### config.mk
export PLATFORM = sky130hd
export DESIGN_NAME = prefetch_issue_ctrl_flat
export DESIGN_NICKNAME = d
export VERILOG_FILES = /design/src/rtl/prefetch_issue_ctrl_pkg.sv /design/src/rtl/prefetch_issue_ctrl_if.sv /design/src/rtl/prefetch_issue_ctrl_addr_gen.sv /design/src/rtl/prefetch_issue_ctrl.sv /design/src/flat_wrapper.sv
export SDC_FILE = /design/constraint.sdc
export NUM_CORES = 1
export LEC_CHECK = 0
export CAP_MARGIN = 40
export CORE_AREA = 2 2 214 216
export DETAILED_ROUTE_END_ITERATION = 8
export DIE_AREA = 0 0 216 218
export PLACE_DENSITY = 0.68
export SYNTH_ARGS = -nofsm -noshare
export SYNTH_HDL_FRONTEND = slang
export SYNTH_SLANG_ARGS = --single-unit
### constraint.sdc
create_clock -name clk -period 14.5 [get_ports clk]
set_input_delay 1.45 -clock clk [delete_from_list [all_inputs] [get_ports clk]]
set_output_delay 1.45 -clock clk [all_outputs]
set_load 0.02 [all_outputs]
### src/rtl/prefetch_issue_ctrl_pkg.sv
// Shared types for the prefetch issue controller: default address width,
// address type and the controller state encoding.
package pf_pkg;

    localparam int ADDR_BITS_DFLT = 64;

    typedef logic [ADDR_BITS_DFLT-1:0] addr_t;

    typedef enum logic [1:0] {
        IDLE  = 2'd0,
        ISSUE = 2'd1,
        DRAIN = 2'd2
    } pf_state_t;

endpackage

### src/rtl/prefetch_issue_ctrl_if.sv
// Prefetch request channel towards the memory side (valid/ready).
// master = prefetch issuer, slave = memory side.
interface prefetch_issue_ctrl_if #(
    parameter int ADDR_BITS = pf_pkg::ADDR_BITS_DFLT
) ();

    logic                 pfValid;
    logic [ADDR_BITS-1:0] pfAddr;
    logic                 pfReady;

    modport master (output pfValid, output pfAddr, input pfReady);
    modport slave  (input pfValid, input pfAddr, output pfReady);

endinterface

### src/rtl/prefetch_issue_ctrl_addr_gen.sv
// Next-address generator: cur + stride (modulo 2^ADDR_BITS) and whether the
// result stays inside the page of base. Wrap past 0 / all-ones shows up as
// a page change, which is what stops issue at the address-space edge.
module pf_addr_gen import pf_pkg::*; #(
    parameter int ADDR_BITS = ADDR_BITS_DFLT,
    parameter int PAGE_BITS = 12
) (
    input  logic [ADDR_BITS-1:0] cur,
    input  logic [ADDR_BITS-1:0] stride,
    input  logic [ADDR_BITS-1:0] base,
    output logic [ADDR_BITS-1:0] sum,
    output logic                 samePage
);

    logic [ADDR_BITS-1:0] diff;

    assign sum      = cur + stride;
    assign diff     = sum ^ base;
    // only page-number bits matter; in-page offset bits are shifted out
    assign samePage = ((diff >> PAGE_BITS) == '0);

endmodule

### src/rtl/prefetch_issue_ctrl.sv
// Prefetch issue controller for one stride stream. A demand access with a
// non-zero stride launches up to depthCfg prefetches (base+stride, ...)
// over the pf channel, never leaving the page of the triggering access.
module prefetch_issue_ctrl import pf_pkg::*; #(
    parameter int ADDR_BITS  = ADDR_BITS_DFLT,
    parameter int DEPTH_BITS = 3,
    parameter int PAGE_BITS  = 12,
    parameter int CNT_BITS   = 16
) (
    input  logic                  clk,
    input  logic                  resetN,
    input  logic                  accessValid,
    input  logic [ADDR_BITS-1:0]  accessAddr,
    input  logic [ADDR_BITS-1:0]  strideIn,
    input  logic [DEPTH_BITS-1:0] depthCfg,
    prefetch_issue_ctrl_if.master pfIf,
    output logic                  busy,
    output logic [CNT_BITS-1:0]   issuedCount
);

    pf_state_t             state;
    logic [ADDR_BITS-1:0]  base;
    logic [ADDR_BITS-1:0]  stride;
    logic [DEPTH_BITS-1:0] remaining;

    logic                  idleSel;
    logic                  trigger;
    logic                  xfer;
    logic                  sameStride;
    logic [ADDR_BITS-1:0]  agCur, agStride, agBase, agSum;
    logic                  agSamePage;
    logic [DEPTH_BITS-1:0] remAfter;

    assign idleSel    = (state == IDLE);
    assign trigger    = accessValid && (strideIn != '0) && (depthCfg != '0);
    assign xfer       = pfIf.pfValid && pfIf.pfReady;
    assign sameStride = (strideIn == stride);

    // In IDLE the generator looks at the incoming access; otherwise it
    // steps from the address currently on the channel.
    assign agCur    = idleSel ? accessAddr : pfIf.pfAddr;
    assign agStride = idleSel ? strideIn   : stride;
    assign agBase   = idleSel ? accessAddr : base;

    pf_addr_gen #(
        .ADDR_BITS (ADDR_BITS),
        .PAGE_BITS (PAGE_BITS)
    ) u_addrGen (
        .cur      (agCur),
        .stride   (agStride),
        .base     (agBase),
        .sum      (agSum),
        .samePage (agSamePage)
    );

    // Remaining count after this cycle: the transfer is counted first, then
    // a same-stride access reloads the window.
    always_comb begin
        remAfter = remaining;
        if (xfer)
            remAfter = remaining - 1'b1;
        if (accessValid && sameStride)
            remAfter = depthCfg;
    end

    // Controller FSM with registered channel outputs and statistics.
    always_ff @(posedge clk or negedge resetN) begin
        if (!resetN) begin
            state        <= IDLE;
            base         <= '0;
            stride       <= '0;
            remaining    <= '0;
            pfIf.pfValid <= 1'b0;
            pfIf.pfAddr  <= '0;
            busy         <= 1'b0;
            issuedCount  <= '0;
        end else begin
            if (xfer && (issuedCount != '1))
                issuedCount <= issuedCount + 1'b1;

            case (state)
                IDLE: begin
                    if (trigger) begin
                        base      <= accessAddr;
                        stride    <= strideIn;
                        remaining <= depthCfg;
                        // first target already outside the page: nothing to do
                        if (agSamePage) begin
                            state        <= ISSUE;
                            busy         <= 1'b1;
                            pfIf.pfValid <= 1'b1;
                            pfIf.pfAddr  <= agSum;
                        end
                    end
                end
                ISSUE: begin
                    remaining <= remAfter;
                    if (accessValid && !sameStride) begin
                        // stream changed: finish the request in flight, no more
                        if (xfer) begin
                            state        <= IDLE;
                            busy         <= 1'b0;
                            pfIf.pfValid <= 1'b0;
                        end else begin
                            state <= DRAIN;
                        end
                    end else if (xfer) begin
                        if ((remAfter != '0) && agSamePage) begin
                            pfIf.pfAddr <= agSum;
                        end else begin
                            state        <= IDLE;
                            busy         <= 1'b0;
                            pfIf.pfValid <= 1'b0;
                        end
                    end
                end
                DRAIN: begin
                    if (xfer) begin
                        state        <= IDLE;
                        busy         <= 1'b0;
                        pfIf.pfValid <= 1'b0;
                    end
                end
                default: begin
                    state        <= IDLE;
                    busy         <= 1'b0;
                    pfIf.pfValid <= 1'b0;
                end
            endcase
        end
    end

endmodule
### src/flat_wrapper.sv
// flat-port wrapper written by rule: the top's interface ports become plain ports
module prefetch_issue_ctrl_flat import pf_pkg::*;
#(
    parameter int ADDR_BITS  = ADDR_BITS_DFLT,
    parameter int DEPTH_BITS = 3,
    parameter int PAGE_BITS  = 12,
    parameter int CNT_BITS   = 16
)
  (clk, resetN, accessValid, accessAddr, strideIn, depthCfg, busy, issuedCount, pfIf_pfValid, pfIf_pfAddr, pfIf_pfReady);
  prefetch_issue_ctrl_if #(.ADDR_BITS(ADDR_BITS)) pfIf_i ();
  input  logic clk;
  input  logic resetN;
  input  logic accessValid;
  input  logic [ADDR_BITS-1:0] accessAddr;
  input  logic [ADDR_BITS-1:0] strideIn;
  input  logic [DEPTH_BITS-1:0] depthCfg;
  output logic busy;
  output logic [CNT_BITS-1:0] issuedCount;
  output wire logic [$bits(pfIf_i.pfValid)-1:0] pfIf_pfValid;
  output wire logic [$bits(pfIf_i.pfAddr)-1:0] pfIf_pfAddr;
  input wire logic [$bits(pfIf_i.pfReady)-1:0] pfIf_pfReady;
  assign pfIf_pfValid = pfIf_i.pfValid;
  assign pfIf_pfAddr = pfIf_i.pfAddr;
  assign pfIf_i.pfReady = pfIf_pfReady;
  prefetch_issue_ctrl #(.ADDR_BITS(ADDR_BITS), .DEPTH_BITS(DEPTH_BITS), .PAGE_BITS(PAGE_BITS), .CNT_BITS(CNT_BITS)) u_core (.clk(clk), .resetN(resetN), .accessValid(accessValid), .accessAddr(accessAddr), .strideIn(strideIn), .depthCfg(depthCfg), .pfIf(pfIf_i), .busy(busy), .issuedCount(issuedCount));
endmodule
==> flow_summary.json, run 1 <==
{
  "synth_sequential_area_ratio_pct": 28.8,
  "root_buffer": "sky130_fd_sc_hd__clkbuf_16",
  "stdcell_count": 2873,
  "start_kind": "register",
  "finalWeightedCongestion": 1.03,
  "numCtsBuffers": 25,
  "grt_max_degree": 68,
  "start_util_pct": 39.4,
  "synth.lib_cells_used.distinct": 94,
  "number_of_flops_mapped_to_enable_cells_by_yosys": 0,
  "outcome": "finished clean",
  "drtAntennaViolNets": 0,
  "finalSetupViolCount": 0,
  "design.final.nets": 2455,
  "hold_violations": 0,
  "utilization_after_layout_pct": 47.3,
  "cts.reportedPaths.clkPinSlew_ns": 0.06,
  "power.total_mw": 2.61,
  "placed_cell_area_um2": 20300,
  "port_buffers": 216,
  "cp_slowest_cell": "sky130_fd_sc_hd__dfrtp_1",
  "drt-wirelength-per-cell_um": 26.7,
  "std_cell_rows": 78,
  "ys_ff_latch": 203,
  "post_synth_most_frequent_cells": "495 x sky130_fd_sc_hd__nand2_1, 203 x sky130_fd_sc_hd__dfrtp_1, 140 x sky130_fd_sc_hd__xnor2_1, 121 x sky130_fd_sc_hd__mux2_2, 114 x sky130_fd_sc_hd__a21oi_1",
  "area_of_the_die_um2": 47100,
  "count_leader_synth": "sky130_fd_sc_hd__nand2_1",
  "design.core.area_um2": 44900,
  "final_min_period_over_clock_period_pct": 59.1,
  "critical_path_arrival_ns": 9.01,
  "number_of_antenna_violations_at_the_first_check_in_global_routing": 1,
  "place_ws_ns": 6.18,
  "ioPinCount": 217,
  "postCtsResizedCells": 0,
  "postLayoutSetupSlackWorst_ns": 5.93,
  "maxClockFrequency_mhz": 117,
  "grt_first_pass_wirelength_mm": 111,
  "die_w_um": 216,
  "syn_avg_cell_area_um2": 8.46,
  "tritoncts": "built",
  "slew-limit-headroom_pct": 32.3,
  "detailedRoute.firstIterationViolations": 1660,
  "post_synth_inst_count": 2087,
  "synthesis.area_um2": 17700,
  "grt_pass1_vias": 16500,
  "max_stage_delay_ns": 0.93,
  "share_of_synthesized_registers_carrying_an_async_set_or_reset_pct": 100,
  "clock_sinks": 203,
  "vdd.ir_drop.worst_mv": 0.0920,
  "route.detailed.vias_per_inst": 5.95,
  "cell_type_with_the_highest_occurrence_count_on_the_critical_path": "sky130_fd_sc_hd__buf_4",
  "crit_chain": "or2_4, buf_4, buf_16, nand2_1, nand2_1, ha_1, a21oi_1, o21ai_0, a32o_1, o2111ai_1, and2_1, xnor3_1, o211ai_1, nor4_1, nand4b_1, nor4_4, nand4_1, buf_4, buf_4, mux2_4",
  "groute.usage.overall_pct": 31.8,
  "synthesis.yosys.warnings": 0,
  "vertical_die_dimension_um": 218,
  "finalClockSkew_ns": 0.0143,
  "path_class": "reg -> reg",
  "layout_min_cycle_time_ns": 8.57,
  "clkLatencyLatePin_ns": 0.58,
  "tightest_slew_ns": 0.990,
  "syn-num-nets": 2288,
  "yosysTopAreaCellShare_pct": 28.8,
  "h-tree-depth": 1,
  "total_leakage_power_nw": 9.10,
  "vias": 17100,
  "unrepaired_setup_endpoints_after_global_routing": "false",
  "globalRoute.totalOverflow": 0,
  "worst_endpoint_required_time_ns": 14.95,
  "wirelength_mm": 76.6,
  "most_used_flip_flop_cell_after_synthesis": "sky130_fd_sc_hd__dfrtp_1",
  "drt_pre_antenna_iters": 5,
  "finish.instance_area_um2": 21200,
  "tns_ns": 0,
  "remaining_drc_errors": 0,
  "layout-area-overhead-vs-synth_pct": 20.2,
  "path_max_fanout": 54,
  "hold_path_class": "reg -> reg",
  "place.detailed.instances": 2825,
  "maxCapViolCount": 0,
  "post_synth_main_area_contributors": "sky130_fd_sc_hd__dfrtp_1 29%, sky130_fd_sc_hd__nand2_1 11%, sky130_fd_sc_hd__mux2_2 7.7%",
  "max-clock-path-buffers": 3,
  "cts.repair_timing.setup_buffer_count": 0,
  "synth_area_leader_cell": "sky130_fd_sc_hd__dfrtp_1",
  "cellPowerDensity_nw_per_um2": 123,
  "drv_slew": 0,
  "detailed_place_hpwl_mm": 62.6,
  "hold_slack_ns": 0.501,
  "fill_cells": 4410,
  "worstSetupEndpointType": "register",
  "cts_hold_buf": 0,
  "drive_above_1_share_pct": 12.7
}
[worst max-delay path, delay by kind of cell (launching register included)]
family	cells	cell delay (ns)
mux	1	0.39
xor+xnor	1	0.29
simple gates	8	2.92
flops	1	0.93
buf+inv	4	1.52
compound gates	5	1.93
fa+ha+maj	1	0.30
[sequential cells by signal (all words and copies together) (netlist names)]
register,count
u_core.remaining,3
u_core.issuedCount,16
u_core.busy,1
u_core.stride,64
u_core.pfIf.pfAddr,64
u_core.state,2
u_core.base,52
u_core.pfIf.pfValid,1
[cell families after synthesis]
family	count (synthesis)	share of synthesized area, %
simple gates	868	22.5
compound gates	401	15.0
mux	233	15.8
flops	203	28.8
xor+xnor	182	9.65
buf+inv	134	3.60
fa+ha+maj	66	4.72
[power breakdown]
part           leakage (nW)  internal, mW  switching, mW  total [mW]
Combinational          6.13         0.451          0.799        1.25
Clock                 0.432         0.408          0.272       0.681
Sequential             2.53         0.631         0.0527       0.684
[cell type report]
| class | count | area, um2 | share of cell area [%] |
|---|---|---|---|
| Timing Repair Buffer | 244 | 2440 | 11.5 |
| Tap cell | 600 | 751 | 3.54 |
| Inverter | 30 | 113 | 0.530 |
| Antenna cell | 1 | 2.50 | 0.0118 |
| Multi-Input combinational cell | 1750 | 12000 | 56.3 |
| Sequential cell | 203 | 5080 | 23.9 |
| Clock inverter | 15 | 198 | 0.931 |
| Clock buffer | 30 | 684 | 3.22 |
[layout by cell type, fill, tap and decap left out, types with 16 or more instances in the layout]
| cell type | count |
|---|---|
| sky130_fd_sc_hd__clkbuf_16 | 25 |
| sky130_fd_sc_hd__nand2_1 | 495 |
| sky130_fd_sc_hd__mux2i_1 | 54 |
| sky130_fd_sc_hd__inv_1 | 30 |
| sky130_fd_sc_hd__xnor2_1 | 140 |
| sky130_fd_sc_hd__xor2_1 | 34 |
| sky130_fd_sc_hd__nand3_1 | 33 |
| sky130_fd_sc_hd__a21o_1 | 22 |
| sky130_fd_sc_hd__nor4_1 | 36 |
| sky130_fd_sc_hd__nor3_1 | 28 |
| sky130_fd_sc_hd__nor2_1 | 97 |
| sky130_fd_sc_hd__nand4_1 | 75 |
| sky130_fd_sc_hd__and3_1 | 16 |
| sky130_fd_sc_hd__o21a_1 | 17 |
| sky130_fd_sc_hd__mux2_2 | 121 |
| sky130_fd_sc_hd__clkdlybuf4s50_1 | 215 |
| sky130_fd_sc_hd__mux2_4 | 55 |
| sky130_fd_sc_hd__a21oi_1 | 114 |
| sky130_fd_sc_hd__buf_4 | 19 |
| sky130_fd_sc_hd__dfrtp_1 | 203 |
| sky130_fd_sc_hd__ha_1 | 65 |
| sky130_fd_sc_hd__o21ai_0 | 97 |
[path summary, 6_finish.rpt]
check | startpoint | endpoint | slack (ns) | cells past startpoint
min in group asynchronous | resetN | u_core.base[31] | 0.89 | 1
max | u_core.state[0] | u_core.pfIf.pfAddr[21] | 5.93 | 20
max reg2reg | u_core.state[0] | u_core.pfIf.pfAddr[21] | 5.93 | 20
max in group asynchronous | resetN | u_core.stride[31] | 12.52 | 3
min | u_core.issuedCount[11] | u_core.issuedCount[11] | 0.50 | 1
min reg2reg | u_core.issuedCount[11] | u_core.issuedCount[11] | 0.50 | 1
[per-layer routing]
layer / global-route usage (%) / vias up / wire (um)
met4: 11.3 / 0 / 2880
met1: 43.6 / 8481 / 33600
met5: 0 / - / 0
met3: 4.88 / 102 / 5370
met2: 51.0 / 706 / 34800
li1: - / 7812 / -
No activity file was read; power rests on OpenSTA's default activity.
==> run 2, diff against run 1 <==
--- a/config.mk
+++ b/config.mk
@@ -9,7 +9,7 @@
 export CORE_AREA = 2 2 214 216
 export DETAILED_ROUTE_END_ITERATION = 8
 export DIE_AREA = 0 0 216 218
-export PLACE_DENSITY = 0.68
+export PLACE_DENSITY = 0.7
 export SYNTH_ARGS = -nofsm -noshare
 export SYNTH_HDL_FRONTEND = slang
 export SYNTH_SLANG_ARGS = --single-unit
==> constraint.sdc (replaced) <==
create_clock -name clk -period 7.1 [get_ports clk]
set_input_delay 0.71 -clock clk [delete_from_list [all_inputs] [get_ports clk]]
set_output_delay 0.71 -clock clk [all_outputs]
set_load 0.02 [all_outputs]
==> flow_summary.json, run 2 (synthesis results as in run 1) <==
{
  "h-tree-depth": 1,
  "final_common_cell": "sky130_fd_sc_hd__nand2_1",
  "groute.usage.overall_pct": 32.3,
  "maxCapViolCount": 0,
  "cts_hold_buf": 0,
  "ioPinCount": 217,
  "detailedRoute.firstIterationViolations": 1865,
  "power.combinational.fraction_pct": 48.8,
  "outcome": "finished clean",
  "tritoncts": "built",
  "r2r_slack_ns": 0.13,
  "hold_slack_ns": 0.210,
  "worstSetupEndpointType": "register",
  "finalSetupViolCount": 0,
  "vias": 17300,
  "finalWeightedCongestion": 1.02,
  "cell_internal_pwr_mw": 3.06,
  "detailed_place_hpwl_mm": 63.7,
  "cts.reportedPaths.clkPinSlew_ns": 0.07,
  "clock_sinks": 203,
  "place.detailed.instances": 2868,
  "max-clock-path-buffers": 3,
  "vdd.ir_drop.worst_mv": 0.184,
  "slew-limit-headroom_pct": 37.7,
  "power.total_mw": 5.39,
  "grt_max_degree": 83,
  "wirelength_mm": 77.6,
  "drtAntennaViolNets": 0,
  "stdcell_count": 2917,
  "remaining_drc_errors": 0,
  "seq_power_share_pct": 25.9,
  "crit-reg2reg-capture": "u_core.pfIf.pfAddr[25]",
  "path_max_fanout": 42,
  "total_leakage_power_nw": 9.30,
  "postCtsResizedCells": 0,
  "postLayoutSetupSlackWorst_ns": 0.129,
  "layout_common_cells": "495 x sky130_fd_sc_hd__nand2_1, 215 x sky130_fd_sc_hd__clkdlybuf4s50_1, 202 x sky130_fd_sc_hd__dfrtp_1",
  "std_cell_rows": 78,
  "worst_endpoint_required_time_ns": 7.53,
  "design.core.area_um2": 44900,
  "reg.largest.list": "u_core.pfIf.pfAddr (64), u_core.stride (64), u_core.base (52)",
  "grt_pass1_vias": 16700,
  "critical_path_arrival_ns": 7.40,
  "layout_min_cycle_time_ns": 6.97,
  "hold_violations": 0,
  "number_of_antenna_violations_at_the_first_check_in_global_routing": 1,
  "die_w_um": 216,
  "unrepaired_setup_endpoints_after_global_routing": "false",
  "port_buffers": 216,
  "path_class": "reg -> reg",
  "drt-wirelength-per-cell_um": 26.6,
  "rr_startpoint": "u_core.state[0]",
  "design.final.nets": 2497,
  "total_switching_power_mw": 2.33,
  "tightest_slew_ns": 0.925,
  "maxClockFrequency_mhz": 143,
  "worst-r2r-cell-count": 21,
  "vertical_die_dimension_um": 218,
  "drv_slew": 0,
  "drive_above_1_share_pct": 14.1,
  "cts.repair_timing.setup_buffer_count": 0,
  "area_of_the_die_um2": 47100,
  "layout-area-overhead-vs-synth_pct": 22.1,
  "clkLatencyLatePin_ns": 0.57,
  "start_kind": "register",
  "numCtsBuffers": 26,
  "cellPowerDensity_nw_per_um2": 250,
  "power.clock.fraction_pct": 25.3,
  "hold_path_class": "in -> async",
  "route.detailed.vias_per_inst": 5.94,
  "switching_part_of_the_total_power_pct": 43.2,
  "start_util_pct": 39.4,
  "final_min_period_over_clock_period_pct": 98.2,
  "place_ws_ns": 0.0917,
  "grt_first_pass_wirelength_mm": 113,
  "globalRoute.totalOverflow": 0,
  "drt_pre_antenna_iters": 6,
  "finalClockSkew_ns": 0.0260,
  "root_buffer": "sky130_fd_sc_hd__clkbuf_16"
}
[run 2: cell types whose count changed in the layout (fill, tap and decap cells not counted), sizes merged]
cell      change
buf          +41
bufinv        -2
clkbuf        +9
clkinvlp      -3
inv           -1
[run 2: power by group through the flow]
stage / Combinational, mW / Sequential (mW) / Clock (mW)
floorplan: 1.59 / 1.38 / 0
global placement: 2.56 / 1.40 / 0
detailed placement: 2.56 / 1.41 / 0
CTS: 2.57 / 1.39 / 1.38
global route: 2.79 / 1.41 / 1.43
finish: 2.63 / 1.40 / 1.36
[run 2: worst max path at each step]
stage / startpoint / to
2_1_floorplan: u_core.state[0] / u_core.pfIf.pfAddr[10]
3_3_place_gp: u_core.state[0] / u_core.pfIf.pfAddr[63]
6_report: u_core.state[0] / u_core.pfIf.pfAddr[25]
5_1_grt: u_core.state[0] / u_core.pfIf.pfAddr[25]
3_5_place_dp: u_core.state[1] / u_core.pfIf.pfAddr[63]
4_1_cts: u_core.state[1] / u_core.pfIf.pfAddr[25]
[run 2: worst max-delay path, cell delays in order, from the launching register on]
cell and delay [ns]:
sky130_fd_sc_hd__dfrtp_1 0.67, sky130_fd_sc_hd__buf_8 0.22, sky130_fd_sc_hd__or2_4 0.45, sky130_fd_sc_hd__buf_12 0.30, sky130_fd_sc_hd__buf_4 0.24, sky130_fd_sc_hd__nand2_1 0.07, sky130_fd_sc_hd__nand2_1 0.11, sky130_fd_sc_hd__ha_1 0.44
sky130_fd_sc_hd__a21oi_1 0.46, sky130_fd_sc_hd__o21ai_1 0.29, sky130_fd_sc_hd__a221oi_2 0.42, sky130_fd_sc_hd__a21oi_1 0.19, sky130_fd_sc_hd__a211oi_4 0.67, sky130_fd_sc_hd__mux2i_1 0.29, sky130_fd_sc_hd__nand4_1 0.14, sky130_fd_sc_hd__nor4b_1 0.32
sky130_fd_sc_hd__nand4_1 0.28, sky130_fd_sc_hd__nor4_4 0.29, sky130_fd_sc_hd__nand4_1 0.19, sky130_fd_sc_hd__buf_4 0.22, sky130_fd_sc_hd__buf_12 0.17, sky130_fd_sc_hd__mux2_4 0.31
[run 2: final cells by class]
class | count | area, um2
antenna | 1 | 2.50
clock buffer | 39 | 749
clock inverter | 9 | 118
fill | 4322 | 23300
inverter | 30 | 113
multi-input combinational | 1750 | 12000
sequential | 203 | 5080
tap | 600 | 751
timing repair buffer | 285 | 2790
[run 2: layer usage]
layer / up-vias / wire length (um) / GRT usage [%]
li1: 7893 / - / -
met1: 8564 / 33800 / 44.0
met2: 756 / 35000 / 52.2
met3: 123 / 5610 / 4.73
met4: 2 / 3180 / 12.0
met5: - / 13 / 0
[run 2: stage by stage]
stage	TNS [ns]	util, %	cell area (um2)
2_1_floorplan	0	-	17700
3_3_place_gp	-0.0236	45.9	20600
3_5_place_dp	0	46.1	20700
4_1_cts	0	48.0	21600
5_1_grt	0	48.0	21600
6_report	0	48.0	21600
